--- config.mk ---
export PLATFORM = sky130hd
export DESIGN_NAME = seq_nibble_comp_ctrl_flat
export DESIGN_NICKNAME = d
export VERILOG_FILES = /design/src/rtl/seq_nibble_comp_ctrl_if.sv /design/src/rtl/seq_nibble_comp_ctrl.sv /design/src/flat_wrapper.sv
export SDC_FILE = /design/constraint.sdc
export NUM_CORES = 1
export LEC_CHECK = 0
export BUFFER_PORTS_ARGS = -buffer_cell sky130_fd_sc_hd__buf_2
export CORE_ASPECT_RATIO = 1.4
export CORE_MARGIN = 3
export CORE_UTILIZATION = 45
export DETAILED_ROUTE_END_ITERATION = 16
export PLACE_DENSITY = 0.68
export REMOVE_ABC_BUFFERS = 1
export SKIP_LAST_GASP = 1
export SYNTH_ARGS = -nofsm -noshare
export SYNTH_HDL_FRONTEND = slang
export SYNTH_SLANG_ARGS = --single-unit
--- constraint.sdc ---
create_clock -name clk -period 7.05 [get_ports clk]
set_input_delay 0.705 -clock clk [delete_from_list [all_inputs] [get_ports clk]]
set_output_delay 0.705 -clock clk [all_outputs]
set_load 0.005 [all_outputs]
--- src/rtl/seq_nibble_comp_ctrl_if.sv ---
// Start/done handshake and operand/result bus for the nibble-serial compare sequencer.
// The master drives the request; the slave (the sequencer) returns status and result.
interface seq_nibble_comp_ctrl_if #(
   parameter int NIBBLES = 4
);
   localparam int W  = 4 * NIBBLES;
   localparam int CW = $clog2(NIBBLES + 1);

   logic          start;
   logic [W-1:0]  a;
   logic [W-1:0]  b;
   logic          busy;
   logic          done;
   logic          gt;
   logic          eq;
   logic          lt;
   logic [CW-1:0] ncmp;

   modport master (
      output start, a, b,
      input  busy, done, gt, eq, lt, ncmp
   );

   modport slave (
      input  start, a, b,
      output busy, done, gt, eq, lt, ncmp
   );
endinterface

--- src/rtl/seq_nibble_comp_ctrl.sv ---
// Compares two wide unsigned operands one nibble per cycle, MSB nibble first,
// stopping at the first differing nibble; one shared 4-bit slice plus control.
module seq_nibble_comp_ctrl #(
   parameter int NIBBLES = 4
) (
   input  logic                    clk,
   input  logic                    rst_n,
   seq_nibble_comp_ctrl_if.slave   bus
);
   localparam int W  = 4 * NIBBLES;
   localparam int CW = $clog2(NIBBLES + 1);
   localparam int IW = (NIBBLES > 1) ? $clog2(NIBBLES) : 1;

   typedef enum logic {IDLE, COMP} state_t;

   state_t        state;
   logic [W-1:0]  a_reg;
   logic [W-1:0]  b_reg;
   logic [IW-1:0] idx;
   logic [W-1:0]  a_shift;
   logic [W-1:0]  b_shift;
   logic [3:0]    a_nib;
   logic [3:0]    b_nib;

   // The single shared slice: select nibble[idx] of each captured operand.
   always_comb begin
      a_shift = a_reg >> {idx, 2'b00};
      b_shift = b_reg >> {idx, 2'b00};
      a_nib   = a_shift[3:0];
      b_nib   = b_shift[3:0];
   end

   // NOTE: sequential state uses non-blocking assignments so every register
   // samples pre-edge values, independent of statement order.
   always_ff @(posedge clk or negedge rst_n) begin
      if (!rst_n) begin
         state    <= IDLE;
         a_reg    <= '0;
         b_reg    <= '0;
         idx      <= '0;
         bus.busy <= 1'b0;
         bus.done <= 1'b0;
         bus.gt   <= 1'b0;
         bus.eq   <= 1'b0;
         bus.lt   <= 1'b0;
         bus.ncmp <= '0;
      end else begin
         bus.done <= 1'b0;
         case (state)
            IDLE: begin
               if (bus.start) begin
                  a_reg    <= bus.a;
                  b_reg    <= bus.b;
                  idx      <= IW'(NIBBLES - 1);
                  bus.busy <= 1'b1;
                  bus.gt   <= 1'b0;
                  bus.eq   <= 1'b0;
                  bus.lt   <= 1'b0;
                  bus.ncmp <= '0;
                  state    <= COMP;
               end
            end
            COMP: begin
               bus.ncmp <= bus.ncmp + CW'(1);
               if (a_nib > b_nib) begin
                  bus.gt   <= 1'b1;
                  bus.done <= 1'b1;
                  bus.busy <= 1'b0;
                  state    <= IDLE;
               end else if (a_nib < b_nib) begin
                  bus.lt   <= 1'b1;
                  bus.done <= 1'b1;
                  bus.busy <= 1'b0;
                  state    <= IDLE;
               end else if (idx == '0) begin
                  bus.eq   <= 1'b1;
                  bus.done <= 1'b1;
                  bus.busy <= 1'b0;
                  state    <= IDLE;
               end else begin
                  idx <= idx - IW'(1);
               end
            end
            default: state <= IDLE;
         endcase
      end
   end
endmodule

--- src/flat_wrapper.sv ---
// flat-port wrapper written by rule: the top's interface ports become plain ports
module seq_nibble_comp_ctrl_flat 
#(
   parameter int NIBBLES = 4
)
  (clk, rst_n, bus_start, bus_a, bus_b, bus_busy, bus_done, bus_gt, bus_eq, bus_lt, bus_ncmp);
  seq_nibble_comp_ctrl_if #(.NIBBLES(NIBBLES)) bus_i ();
  input  logic clk;
  input  logic rst_n;
  input wire logic [$bits(bus_i.start)-1:0] bus_start;
  input wire logic [$bits(bus_i.a)-1:0] bus_a;
  input wire logic [$bits(bus_i.b)-1:0] bus_b;
  output wire logic [$bits(bus_i.busy)-1:0] bus_busy;
  output wire logic [$bits(bus_i.done)-1:0] bus_done;
  output wire logic [$bits(bus_i.gt)-1:0] bus_gt;
  output wire logic [$bits(bus_i.eq)-1:0] bus_eq;
  output wire logic [$bits(bus_i.lt)-1:0] bus_lt;
  output wire logic [$bits(bus_i.ncmp)-1:0] bus_ncmp;
  assign bus_i.start = bus_start;
  assign bus_i.a = bus_a;
  assign bus_i.b = bus_b;
  assign bus_busy = bus_i.busy;
  assign bus_done = bus_i.done;
  assign bus_gt = bus_i.gt;
  assign bus_eq = bus_i.eq;
  assign bus_lt = bus_i.lt;
  assign bus_ncmp = bus_i.ncmp;
  seq_nibble_comp_ctrl #(.NIBBLES(NIBBLES)) u_core (.clk(clk), .rst_n(rst_n), .bus(bus_i));
endmodule
# After elaboration in Yosys (flattened, before gate mapping)
# Index checks and enable logic that the tools add are counted.
# W data, S select, Z words.
[word_totals] regBits=43 output_inout_bits=8 wordCells=63
[op_classes] addsub=2 n_lt_le_gt_ge=2 eq_ne=8 shifts=2 muxes=31 bitwise_logic=1 reduce_logical=7
[op_table] operator="$shr A16 B4 Y4" n=2
[op_table] operator="$mux W1" n=19
[op_table] operator="$ne A2 B2 Y1 const B" n=7
[op_table] operator="$pmux W1 S2" n=5
[op_table] operator="$mux W2" n=4
[op_table] operator="$reduce_and A4 Y1" n=2
[op_table] operator="$pmux W3 S2" n=1
[op_table] operator="$reduce_and A2 Y1" n=3
[op_table] operator="$gt A4 B4 Y1" n=1
[op_table] operator="$lt A4 B4 Y1" n=1
[op_table] operator="$ne A4 B4 Y1 const B" n=1
[op_table] operator="$pmux W2 S2" n=1
[op_table] operator="$add A3 B1 Y3 const B" n=1
[op_table] operator="$mux W3" n=1
[op_table] operator="$reduce_and A3 Y1" n=1
[op_table] operator="$logic_not A2 Y1" n=1
[op_table] operator="$sub A2 B1 Y2 const B" n=1
[op_table] operator="$not A1 Y1" n=1

# Logic depth before layout (Yosys ltp)
[depth] depth_word=5 mapped_depth=8 ltp_nobuf=7

# Least setup slack after synthesis
# No wires, ideal clock.
[synth_timing] kind="register to register" start="reg u_core.idx[0]" end="reg u_core.idx[1]" setup_time_ns=0.087 arrival_ns=2.475 path_slack_ns=4.488 stages_incl_launch_ff=8 path_buffers=1 synth_period_minus_slack_ns=2.562 cell_sequence="dfrtp_1 > buf_2 > mux4_2 > ha_1 > nand4_1 > a311oi_4 > mux2_2 > a22oi_1"
[synth_via] elab_chain_cells=5 elab_cells_between_ends=14 cone_classes="add/sub (1); order compare (2); eq/ne (3); shift (2); mux (4); reduce/logical (2)"
[synth_lines] element="from (decl)" line_no="seq_nibble_comp_ctrl.sv:19" source="logic [IW-1:0] idx;"
[synth_lines] element="from (signal assigned)" line_no="seq_nibble_comp_ctrl.sv:54" source="idx <= IW'(NIBBLES - 1);"
[synth_lines] element="from (signal assigned)" line_no="seq_nibble_comp_ctrl.sv:81" source="idx <= idx - IW'(1);"
[synth_lines] element="parallel branches: the longest is 5 deep, another holds $lt A4 B4 Y1"
# Several ways; the timed one is not identified. The select of a mux whose other input is x is not followed.
# A chain may end at the register's enable or synchronous reset.

# Worst setup path in the final report
# Same ends and word-level chain as after synthesis.

==> impl_metrics.tcl <==
set metrics [dict create \
    grt_remaining_overflow 0 \
    use_met3_pct 3.079 \
    antenna_cells 0 \
    insertion_delay_ns 0.29 \
    maxSlewViolCount 0 \
    drv_cap 0 \
    cts_tree "yes" \
    grt_pass1_vias 1369 \
    place.gp.congestion 0.7552 \
    clk_pin_slew_worst_paths_ns 0.08 \
    dr.pass1.iters 4 \
    slew_headroom_pct 39.62 \
    layout_common_cells "dfrtp_1 (43), buf_2 (42), mux2_2 (33)" \
    fin_crit_sh_pct 40.61 \
    rr_startpoint "u_core.idx[0]$_DFFE_PN0P_" \
    ant_nets 0 \
    endpoint_kind "flip-flop" \
    arrival_ns 3.06 \
    synth_top_family_by_area "multiplexers" \
    grt_antenna_before_repair 0 \
    area_growth_pct 16.81 \
    layout.cells.non_filler 240 \
    cts-root-buf "clkbuf_8" \
    seq_area_frac_synth_pct 54.16 \
    crit_chain "mux4_2 -> ha_1 -> nand4_1 -> a311oi_4 -> mux2_2 -> a22oi_1" \
    hold_class "flip-flop to flip-flop" \
    netSwitchingPower_mw 0.2315 \
    cts_sinks 43 \
    nets 222 \
    synth-compound-area-share_pct 6.486 \
    holdWs_ns 0.5103 \
    drive_gt1_share_pct 52.78 \
    cp-start-kind "flip-flop" \
    port_buffers 42 \
    synth.distinct_cells 27 \
    required_ns 7.25 \
    via_per_inst 5.063 \
    p_comb_share_pct 33.0 \
    crit_start "u_core.idx[0]$_DFFE_PN0P_" \
    synthTopCellsByArea "dfrtp_1 (54%), mux2_2 (19%), mux4_2 (9.1%), ha_1 (3.8%), inv_1 (1.9%)" \
    power_frac_seq_pct 48.7 \
    rows 28 \
    total_power_mw 0.7681 \
    syn-cell-area_um2 1987 \
    worstMarginPinSlew_ns 0.9057 \
    cp_top_family "multiplexers" \
    cp_num_buf_inv 0 \
    critical_path.max_fanout 11 \
    synth_seq_cells 43 \
    place_hpwl_um 2618 \
    grt_start_max_net_pins 44 \
    p_leak_nw 1.086 \
    fill_cells 358 \
    io_pins 43 \
    fmax_ghz 0.3493 \
    fin_crit_ns 2.863 \
    max_stage_delay_ns 0.71 \
    met1_usage_pct 16.49 \
    num_vias 1215 \
    synth_cells 138 \
    final_common_cell "dfrtp_1" \
    switching_share_pct 30.15 \
    muxShareOfSynthArea_pct 28.27 \
    wl_per_cell_um 14.18 \
    synthXorXnorAreaFrac_pct 0.8816 \
    placed_cells 234 \
    report.final.setup_viol 0 \
    grt_setup_unrepaired "false" \
    die_area_um2 5260 \
    cts_buffers 5 \
    clkPwrFrac_pct 18.3 \
    track_usage_pct 14.56 \
    drt-total-wl_um 3403 \
    min-delay-start "u_core.b_reg[13]$_DFFE_PN0P_" \
    setup_tns_ns 0 \
    drc_errors 0 \
    hold_viol 0 \
    yosys.area_share.simple_pct 2.960 \
    status "finished clean" \
    ir_drop_mv 0.1788 \
    cts_hold_buf 0 \
    avgSynthCellArea_um2 14.40 \
    synth_warnings 0 \
    die_h_um 84.62 \
    die_w_um 62.16 \
    htreeDepth 2 \
    finClkSkew_ns 0.004981 \
    cts_resized 0 \
    max-clock-path-buffers 2 \
    coreArea_um2 4239 \
    grt_busiest_layer "met2" \
    crit_path_top_delay_cell "dfrtp_1" \
    internal-power_mw 0.5365 \
    grt_pass1_wl_um 6016 \
    powerDensity_nw_per_um2 330.9 \
    drt-initial-drc-count 48 \
    synth_top_area_share_pct 54.16 \
    initial_core_util_pct 46.87 \
    crit_type "flip-flop to flip-flop" \
    post_cts_buffers 0 \
    yosys.area.top_type "dfrtp_1" \
    synth_adder_area_share_pct 3.778 \
    grtUsageMet2_pct 25.88 \
]
area by class of cell:
type	instances	area [um^2]	area share, %
Inverter	10	37.54	1.617
Clock buffer	6	72.57	3.127
Multi-Input combinational cell	78	842.1	36.28
Tap cell	60	75.07	3.234
Timing Repair Buffer	43	217.7	9.380
Sequential cell	43	1076	46.36
stage by stage:
| step | cell area (um^2) | utilization [%] | worst slack, ns |
|---|---|---|---|
| 6_report | 2321 | 54.75 | 4.187 |
| 5_1_grt | 2321 | 54.75 | 3.943 |
| 4_1_cts | 2321 | 54.75 | 4.127 |
| 3_5_place_dp | 2248 | 53.04 | 4.127 |
| 3_3_place_gp | 2248 | 53.04 | 4.275 |
| 2_1_floorplan | 1956 | - | 4.432 |
layer usage:
metal	up-vias	part of all wire, %
met5	-	0
met4	0	2.1
met3	7	4.3
met2	28	54
met1	605	39
li1	575	-
power by group through the flow:
| stage | clock [mW] | sequential (mW) | combinational [mW] |
|---|---|---|---|
| 2_1_floorplan | 0 | 0.366 | 0.193 |
| 3_3_place_gp | 0 | 0.380 | 0.245 |
| 3_5_place_dp | 0 | 0.381 | 0.259 |
| 4_1_cts | 0.145 | 0.376 | 0.260 |
| 5_1_grt | 0.156 | 0.388 | 0.286 |
| 6_report | 0.141 | 0.374 | 0.253 |
cells in the mapped netlist (all sizes together):
| cell | n |
|---|---|
| dfrtp | 43 |
| and2b | 1 |
| mux2i | 1 |
| a311oi | 1 |
| o21a | 1 |
| nand2b | 1 |
| a211o | 1 |
| o21ai | 1 |
| nor2 | 4 |
| nand4 | 1 |
| a31o | 1 |
| mux2 | 33 |
| xnor2 | 1 |
| xor2 | 1 |
| clkbuf | 3 |
| buf | 4 |
| mux4 | 8 |
| a21oi | 6 |
| a21o | 2 |
| ha | 6 |
| inv | 10 |
| nand2 | 4 |
| a22o | 2 |
| nor3 | 1 |
| a22oi | 1 |
final timing paths:
kind	to	slack (ns)	cells past startpoint
min in group asynchronous	u_core.bus.ncmp[1]$_DFFE_PN0N_	0.55	1
worst max-delay path	u_core.idx[1]$_DFFE_PN0P_	4.19	6
worst max register to register	u_core.idx[1]$_DFFE_PN0P_	4.19	6
max in group asynchronous	u_core.idx[0]$_DFFE_PN0P_	5.94	1
worst min-delay path	u_core.b_reg[13]$_DFFE_PN0P_	0.51	1
worst min register to register	u_core.b_reg[13]$_DFFE_PN0P_	0.51	1
worst register-to-register path, delay by kind of cell (launching register included):
| kind | cells | cell delay [ns] |
|---|---|---|
| AO/OA/AOI/OAI | 2 | 0.56 |
| adder cells (fa/ha/maj) | 1 | 0.35 |
| flip-flops | 1 | 0.71 |
| multiplexers | 2 | 0.97 |
| AND/OR/NAND/NOR | 1 | 0.20 |
logic make-up (layout without fill, tap and decap cells):
family | after synthesis | in the layout
flops | 43 | 43
mux | 42 | 42
buf+inv | 17 | 59
compound gates | 16 | 16
simple gates | 12 | 12
fa+ha+maj | 6 | 6
xor+xnor | 2 | 2
No activity file was read; power rests on OpenSTA's default activity.
